--- config.mk ---
export PLATFORM = sky130hd
export DESIGN_NAME = countdown_timer_flat
export DESIGN_NICKNAME = d
export VERILOG_FILES = /design/src/rtl/countdown_if.sv /design/src/rtl/countdown_timer.sv /design/src/flat_wrapper.sv
export SDC_FILE = /design/constraint.sdc
export NUM_CORES = 1
export LEC_CHECK = 0
export CAP_MARGIN = 10
export CORE_MARGIN = 5
export CORE_UTILIZATION = 57
export DETAILED_ROUTE_END_ITERATION = 16
export GPL_TIMING_DRIVEN = 0
export PLACE_DENSITY = 0.85
export SLEW_MARGIN = 20
export SYNTH_ARGS = -nofsm -noshare
export SYNTH_HDL_FRONTEND = slang
export SYNTH_SLANG_ARGS = --single-unit
--- constraint.sdc ---
create_clock -name clk -period 6.1 [get_ports clk]
set_input_delay 1.525 -clock clk [delete_from_list [all_inputs] [get_ports clk]]
set_output_delay 1.525 -clock clk [all_outputs]
set_load 0.03 [all_outputs]
--- src/rtl/countdown_if.sv ---
// Control and status bundle for the countdown timer.
// The master side drives the commands and presets; the slave side returns the time and status.
interface countdown_if;
    logic        load;
    logic [3:0]  preset_min;
    logic [7:0]  preset_sec;
    logic        start;
    logic        pause;
    logic        ack;
    logic [11:0] counter_ms;
    logic [7:0]  counter_sec;
    logic [3:0]  counter_min;
    logic        running;
    logic        done;
    logic        alarm;

    modport master (
        output load, preset_min, preset_sec, start, pause, ack,
        input  counter_ms, counter_sec, counter_min, running, done, alarm
    );

    modport slave (
        input  load, preset_min, preset_sec, start, pause, ack,
        output counter_ms, counter_sec, counter_min, running, done, alarm
    );
endinterface

--- src/rtl/countdown_timer.sv ---
// Minutes:seconds.milliseconds countdown timer with pause, expiry pulse and a latched alarm.
// A 16-bit prescaler turns CLK_PER_MS clock cycles into one millisecond tick.
module countdown_timer #(
    parameter int CLK_PER_MS = 50000
) (
    input  logic        clk,
    input  logic        rst,
    countdown_if.slave  bus
);

    typedef enum logic [1:0] {IDLE, RUN, HOLD, DONE} state_t;

    localparam logic [15:0] PRESC_MAX = 16'(CLK_PER_MS - 1);

    state_t      state, state_n;
    logic [15:0] presc, presc_n;
    logic [11:0] ms_cnt, ms_n;
    logic [7:0]  sec_cnt, sec_n;
    logic [3:0]  min_cnt, min_n;
    logic        done_q, done_n;
    logic        running_q, running_n;
    logic        alarm_q, alarm_n;
    logic        tick;
    logic        time_zero;

    assign time_zero = (ms_cnt == 12'd0) && (sec_cnt == 8'd0) && (min_cnt == 4'd0);

    // NOTE: every flop is cleared here, including the countdown registers, so no X ever reaches the outputs.
    always_ff @(posedge clk or negedge rst) begin
        if (!rst) begin
            state     <= IDLE;
            presc     <= '0;
            ms_cnt    <= '0;
            sec_cnt   <= '0;
            min_cnt   <= '0;
            done_q    <= 1'b0;
            running_q <= 1'b0;
            alarm_q   <= 1'b0;
        end else begin
            // NOTE: non-blocking assignments so every flop samples the pre-edge values of its peers.
            state     <= state_n;
            presc     <= presc_n;
            ms_cnt    <= ms_n;
            sec_cnt   <= sec_n;
            min_cnt   <= min_n;
            done_q    <= done_n;
            running_q <= running_n;
            alarm_q   <= alarm_n;
        end
    end

    always_comb begin
        // NOTE: defaults first so every path assigns every signal and no latch is inferred.
        state_n = state;
        presc_n = presc;
        ms_n    = ms_cnt;
        sec_n   = sec_cnt;
        min_n   = min_cnt;
        done_n  = 1'b0;
        tick    = 1'b0;

        if (bus.load) begin
            min_n   = (bus.preset_min > 4'd9)  ? 4'd9  : bus.preset_min;
            sec_n   = (bus.preset_sec > 8'd59) ? 8'd59 : bus.preset_sec;
            ms_n    = 12'd0;
            presc_n = 16'd0;
            state_n = IDLE;
        end else begin
            case (state)
                IDLE: if (bus.start && !time_zero) state_n = bus.pause ? HOLD : RUN;
                RUN: begin
                    if (bus.pause) begin
                        state_n = HOLD;
                    end else if (presc == PRESC_MAX) begin
                        presc_n = 16'd0;
                        tick    = 1'b1;
                    end else begin
                        presc_n = presc + 16'd1;
                    end
                end
                HOLD:    if (!bus.pause) state_n = RUN;
                DONE:    if (bus.ack) state_n = IDLE;
                default: state_n = IDLE;
            endcase
        end

        // Borrow chain ms -> sec -> min; RUN always holds a non-zero time, so min never underflows.
        if (tick) begin
            if (ms_cnt != 12'd0) begin
                ms_n = ms_cnt - 12'd1;
            end else begin
                ms_n = 12'd999;
                if (sec_cnt != 8'd0) begin
                    sec_n = sec_cnt - 8'd1;
                end else begin
                    sec_n = 8'd59;
                    min_n = min_cnt - 4'd1;
                end
            end
            if (ms_cnt == 12'd1 && sec_cnt == 8'd0 && min_cnt == 4'd0) begin
                state_n = DONE;
                done_n  = 1'b1;
            end
        end
    end

    always_comb begin
        running_n = (state_n == RUN);
        alarm_n   = (state_n == DONE);
    end

    assign bus.counter_ms  = ms_cnt;
    assign bus.counter_sec = sec_cnt;
    assign bus.counter_min = min_cnt;
    assign bus.running     = running_q;
    assign bus.done        = done_q;
    assign bus.alarm       = alarm_q;

endmodule
--- src/flat_wrapper.sv ---
// flat-port wrapper written by rule: the top's interface ports become plain ports
module countdown_timer_flat 
#(
    parameter int CLK_PER_MS = 50000
)
  (clk, rst, bus_load, bus_preset_min, bus_preset_sec, bus_start, bus_pause, bus_ack, bus_counter_ms, bus_counter_sec, bus_counter_min, bus_running, bus_done, bus_alarm);
  countdown_if bus_i ();
  input  logic clk;
  input  logic rst;
  input wire logic [$bits(bus_i.load)-1:0] bus_load;
  input wire logic [$bits(bus_i.preset_min)-1:0] bus_preset_min;
  input wire logic [$bits(bus_i.preset_sec)-1:0] bus_preset_sec;
  input wire logic [$bits(bus_i.start)-1:0] bus_start;
  input wire logic [$bits(bus_i.pause)-1:0] bus_pause;
  input wire logic [$bits(bus_i.ack)-1:0] bus_ack;
  output wire logic [$bits(bus_i.counter_ms)-1:0] bus_counter_ms;
  output wire logic [$bits(bus_i.counter_sec)-1:0] bus_counter_sec;
  output wire logic [$bits(bus_i.counter_min)-1:0] bus_counter_min;
  output wire logic [$bits(bus_i.running)-1:0] bus_running;
  output wire logic [$bits(bus_i.done)-1:0] bus_done;
  output wire logic [$bits(bus_i.alarm)-1:0] bus_alarm;
  assign bus_i.load = bus_load;
  assign bus_i.preset_min = bus_preset_min;
  assign bus_i.preset_sec = bus_preset_sec;
  assign bus_i.start = bus_start;
  assign bus_i.pause = bus_pause;
  assign bus_i.ack = bus_ack;
  assign bus_counter_ms = bus_i.counter_ms;
  assign bus_counter_sec = bus_i.counter_sec;
  assign bus_counter_min = bus_i.counter_min;
  assign bus_running = bus_i.running;
  assign bus_done = bus_i.done;
  assign bus_alarm = bus_i.alarm;
  countdown_timer #(.CLK_PER_MS(CLK_PER_MS)) u_core (.clk(clk), .rst(rst), .bus(bus_i));
endmodule
==> impl_metrics.tcl, run 1 <==
set metrics [dict create \
    ys_warn_count 0 \
    grt_max_degree 31 \
    hp-class "reg -> reg" \
    drc 0 \
    critPathKind "in -> reg" \
    area_delta_synth_final_pct 24.47 \
    drv_cap 0 \
    tns_ps 0 \
    worst_slack_ps 2550 \
    hold_viol_final 0 \
    status "finished, final reports clean" \
    clock-sinks 45 \
    place_worst_setup_slack_ps 2292 \
    io_buffers 44 \
    dp_hpwl_um 4960 \
    cts_root_buffer "clkbuf_8" \
    crit_fanout 10 \
    avgRoutedWirePerCell_um 16.92 \
    max_stage_delay_ps 490 \
    cts_tree "done" \
    grt_pass1_wl_um 11650 \
    diodes 0 \
    overflow 0 \
    seq_area_frac_synth 0.4259 \
    drtIter0Drc 200 \
    peakVddDrop_mv 0.1883 \
    start_util 0.5989 \
    ys_types 56 \
    ys.flop_type "dfrtp_1" \
    gp_congestion 0.8838 \
    slowest_stage "nor3b_2" \
    path_clk_slew_ps 90 \
    final_layout_size_suffix_gt1_frac 0.06571 \
    rows 24 \
    fillers 323 \
    min_period_ps 3550 \
    placedInstanceArea_mm2 0.003164 \
    synth_edf_count 0 \
    slew_violations 0 \
    crit_path_cell_trace "clkdlybuf4s50_1 > nor3b_2 > nand2_1 > nor4_4 > buf_4 > o21ai_0 > o21ai_1" \
    arrival_ps 3780 \
    die_h_um 78.11 \
    ys_ff_latch 45 \
    ant_nets 0 \
    die_w_um 78.11 \
    syn_area_per_cell_um2 8.902 \
    fmax_mhz 281.7 \
    insertion_delay_ps 300 \
    syn_area_mm2 0.002644 \
    via_per_inst 6.358 \
    synthArstFlopShare 1.000 \
    cts_resized 0 \
    grt_pass1_vias 2509 \
    crit_path_end_kind "flop" \
    period_share 0.5819 \
    worstPathRequired_ps 6330 \
    via_count 2556 \
    io_pins 45 \
    relSlewSlack 0.4566 \
    wirelength_um 6803 \
    multi_input_area_mm2 0.001435 \
    die_area_mm2 0.006100 \
    start_kind "input pin" \
    first_pass_iters 5 \
    grt_use_total 0.2301 \
    htree_levels 2 \
    synth_nets 322 \
    cts_buffers 5 \
    syn_inst 297 \
    ctsLongestPathBuffers 2 \
    cts_setup_buffers 0 \
    coreArea_mm2 0.004414 \
    stdcell_area_mm2 0.003291 \
    regArea_mm2 0.001126 \
    pwr_density_cell_mw_per_mm2 189.4 \
    worstMarginPinSlew_ps 813.3 \
    skew_ps 10.81 \
    antenna_found_initial 0 \
    nets 374 \
    rsz0062_at_grt "no" \
    setup_viol_count_final 0 \
    hold_buffers 0 \
    p_leak_nw 1.348 \
]
-- kinds of logic after synthesis --
family                   count (synthesis)  synth area share
AND/OR/NAND/NOR                        133            0.2778
XOR/XNOR                                13           0.04307
multiplexers                             4           0.01514
flip-flops                              45            0.4259
adder cells (fa/ha/maj)                  7           0.03313
buffers and inverters                   22           0.03360
AO/OA/AOI/OAI                           73            0.1713
-- final cells by class --
| type | instances | share of cell area |
|---|---|---|
| plain buffers | 9 | 0.01217 |
| clock buffers | 6 | 0.02510 |
| clock inverters | 2 | 0.01141 |
| inverters | 13 | 0.01483 |
| multi-input cells | 230 | 0.4361 |
| flip-flops and latches | 45 | 0.3422 |
| well taps | 52 | 0.01977 |
| repair buffers | 45 | 0.1384 |
-- layout by cell type (no fill, tap or decap), drive strengths merged, types with 12 or more instances in the layout --
| cell | instances |
|---|---|
| dfrtp | 45 |
| clkdlybuf4s50 | 43 |
| nand2 | 29 |
| o21ai | 28 |
| nor2 | 27 |
| nand3 | 16 |
| inv | 13 |
| nor3 | 12 |
-- worst paths after layout --
path | startpoint | end | slack (ps) | cells after the start
setup / recovery | bus_pause | u_core.bus.counter_sec[3] | 2550 | 7
hold / removal | u_core.presc[0] | u_core.presc[0] | 530 | 1
setup reg to reg | u_core.bus.counter_ms[0] | u_core.bus.alarm | 3270 | 7
hold reg to reg | u_core.presc[0] | u_core.presc[0] | 530 | 1
max in group asynchronous | rst | u_core.presc[9] | 4480 | 2
min in group asynchronous | rst | u_core.bus.counter_sec[5] | 1130 | 1
-- registers in the layout (all words and copies together) (netlist names) --
register	count
u_core.bus.alarm	1
u_core.bus.done	1
u_core.presc	16
u_core.bus.running	1
u_core.bus.counter_sec	8
u_core.bus.counter_min	4
u_core.state	2
u_core.bus.counter_ms	12
-- routing by layer --
layer	global-route usage	routed length, µm	up-vias
li1	-	-	1198
met1	0.2886	2828	1252
met2	0.4023	3465	92
met3	0.04005	405	14
met4	0.07095	102	0
met5	0	0	-
-- metrics by stage --
| step | power, mW | cells | hold slack, ps | utilization |
|---|---|---|---|---|
| CTS | 0.6236 | 402 | 534.0 | 0.7440 |
| finish | 0.6233 | 402 | 533.1 | 0.7455 |
| global route | 0.6466 | 402 | 560.9 | 0.7455 |
| floorplan | 0.3511 | 297 | 472.5 | - |
| detailed placement | 0.3902 | 394 | 522.0 | 0.7168 |
| global placement | 0.3868 | 393 | 506.0 | 0.7134 |
-- power breakdown --
part           internal, mW  switching, mW
Combinational        0.0309         0.0405
Sequential            0.304        0.00869
Clock                 0.133          0.105
-- cells in the mapped netlist, drive strengths merged (4+ instances only) --
| cell | instances | area [µm²] |
|---|---|---|
| and3 | 9 | 56.30 |
| clkbuf | 5 | 18.77 |
| mux2i | 4 | 40.04 |
| or3 | 4 | 25.02 |
| nor3 | 12 | 65.06 |
| nand2 | 29 | 108.9 |
| nor2 | 27 | 101.4 |
| o21ai | 28 | 140.1 |
| inv | 13 | 48.80 |
| o22ai | 7 | 43.79 |
| xor2 | 6 | 52.55 |
| nor4 | 11 | 96.34 |
| xnor2 | 7 | 61.31 |
| nand4 | 6 | 37.54 |
| dfrtp | 45 | 1126 |
| a21oi | 11 | 55.05 |
| nand3 | 16 | 80.08 |
| a31oi | 7 | 43.79 |
| buf | 4 | 21.27 |
| ha | 7 | 87.58 |
-- worst max-delay path: cells and delay by family --
family	cells	cell delay [ps]
buf+inv	2	730
simple gates	3	1320
compound gates	2	190
Power figures use the tool's default switching activity.
==> run 2: changes to the inputs <==
- CORE_UTILIZATION: 57 -> 53
- PLACE_DENSITY: 0.85 -> 0.8
- clock period: 6.1 -> 3.63 ns (I/O delays scaled with it)
==> impl_metrics.tcl, run 2 (synthesized netlist as in run 1, its figures left out) <==
set metrics [dict create \
    place_worst_setup_slack_ps 439.0 \
    relSlewSlack 0.4931 \
    critPathKind "in -> reg" \
    layout_common_cells "dfrtp_1, clkdlybuf4s50_1, nand2_1" \
    largest_reg_flops 16 \
    grt_max_degree 24 \
    max_stage_delay_ps 490 \
    arrival_ps 3100 \
    grt_pass1_wl_um 11350 \
    worst-path-buf-inv 2 \
    io_pins 45 \
    p_sw_mw 0.2454 \
    rrSetupSlack_ps 850 \
    area_delta_synth_final_pct 24.09 \
    cts_setup_buffers 0 \
    hold_buffers 0 \
    first_pass_iters 4 \
    worstPathRequired_ps 3850 \
    slew_violations 0 \
    cts_buffers 5 \
    whs_ps 533.0 \
    die_w_um 80.63 \
    hp-class "reg -> reg" \
    diodes 0 \
    rsz0062_at_grt "no" \
    comb_power_share 0.127 \
    grt_use_total 0.2201 \
    skew_ps 6.312 \
    nets 374 \
    cts_root_buffer "clkbuf_8" \
    wirelength_um 6501 \
    cts_resized 0 \
    rows 25 \
    drv_cap 0 \
    via_per_inst 5.863 \
    die_h_um 80.63 \
    utilization 0.6855 \
    start_util 0.5524 \
    instances_no_fill 417 \
    peakVddDrop_mv 0.2309 \
    period_share 0.7917 \
    drc 0 \
    io_buffers 44 \
    coreArea_mm2 0.004786 \
    via_count 2445 \
    regMostFlops "u_core.presc" \
    overflow 0 \
    worst_slack_ps 756.1 \
    grt_pass1_vias 2339 \
    power_mw 0.9463 \
    clock-sinks 45 \
    gp_congestion 0.8770 \
    final_common_cell "dfrtp_1" \
    stdcell_area_mm2 0.003281 \
    slowest_stage "nor3b_2" \
    status "finished, final reports clean" \
    antenna_found_initial 0 \
    setup_viol_count_final 0 \
    p_leak_nw 1.333 \
    cp_top_family "simple AND/OR/NAND/NOR gates" \
    tns_ps 0 \
    fmax_mhz 348.0 \
    ctsLongestPathBuffers 2 \
    ant_nets 0 \
    dp_hpwl_um 4959 \
    crit_fanout 10 \
    cts_tree "done" \
    avgRoutedWirePerCell_um 15.59 \
    placedInstanceArea_mm2 0.003191 \
    min_period_ps 2874 \
    dp.cells 409 \
    htree_levels 2 \
    path_clk_slew_ps 80 \
    hold_viol_final 0 \
    start_kind "input pin" \
    drtIter0Drc 134 \
    crit_path_cell_trace "clkdlybuf4s50_1 > nor3b_2 > nand2_1 > nor4_4 > buf_4 > o21ai_0 > o21ai_1" \
    seq_power_share 0.556 \
    insertion_delay_ps 290 \
    crit_path_end_kind "flop" \
    p_int_mw 0.7008 \
    worstMarginPinSlew_ps 758.7 \
    switching_share 0.2594 \
    die_area_mm2 0.006500 \
    final_layout_size_suffix_gt1_frac 0.06000 \
    pwr_density_cell_mw_per_mm2 288.4 \
    p_clk_frac 0.317 \
]
-- run 2: power groups by stage --
stage               combinational (mW)  sequential, mW  clock [mW]
finish                           0.121           0.526       0.300
global placement                 0.116           0.535           0
floorplan                       0.0394           0.551           0
detailed placement               0.121           0.535           0
CTS                              0.122           0.525       0.312
global route                     0.132           0.528       0.333
-- run 2: worst paths after layout --
kind	start	end	depth (start not counted)
min in group asynchronous	rst	u_core.bus.counter_sec[3]	1
setup reg to reg	u_core.bus.counter_ms[0]	u_core.bus.alarm	7
setup / recovery	bus_pause	u_core.bus.counter_sec[4]	7
max in group asynchronous	rst	u_core.presc[3]	2
hold reg to reg	u_core.presc[0]	u_core.presc[0]	1
hold / removal	u_core.presc[0]	u_core.presc[0]	1
-- run 2: per-layer routing --
layer,up-vias,global-route usage,share of wire
li1,1203,-,-
met1,1181,0.2935,0.44
met2,51,0.3675,0.51
met3,10,0.03363,0.041
met4,0,0.06588,0.013
met5,-,0,0
-- run 2: worst register-to-register path, delay by kind of cell (launching register included) --
family	cells	cell delay [ps]
buf+inv	1	120
simple gates	3	1190
compound gates	2	760
fa+ha+maj	1	170
flops	1	430
-- run 2: final cells by class --
class	instances	area, µm²
Buffer	9	40.04
Clock buffer	7	76.32
Clock inverter	1	7.507
Fill cell	413	1505
Inverter	13	48.80
Multi-Input combinational cell	230	1435
Sequential cell	45	1126
Tap cell	67	83.83
Timing Repair Buffer	45	462.9
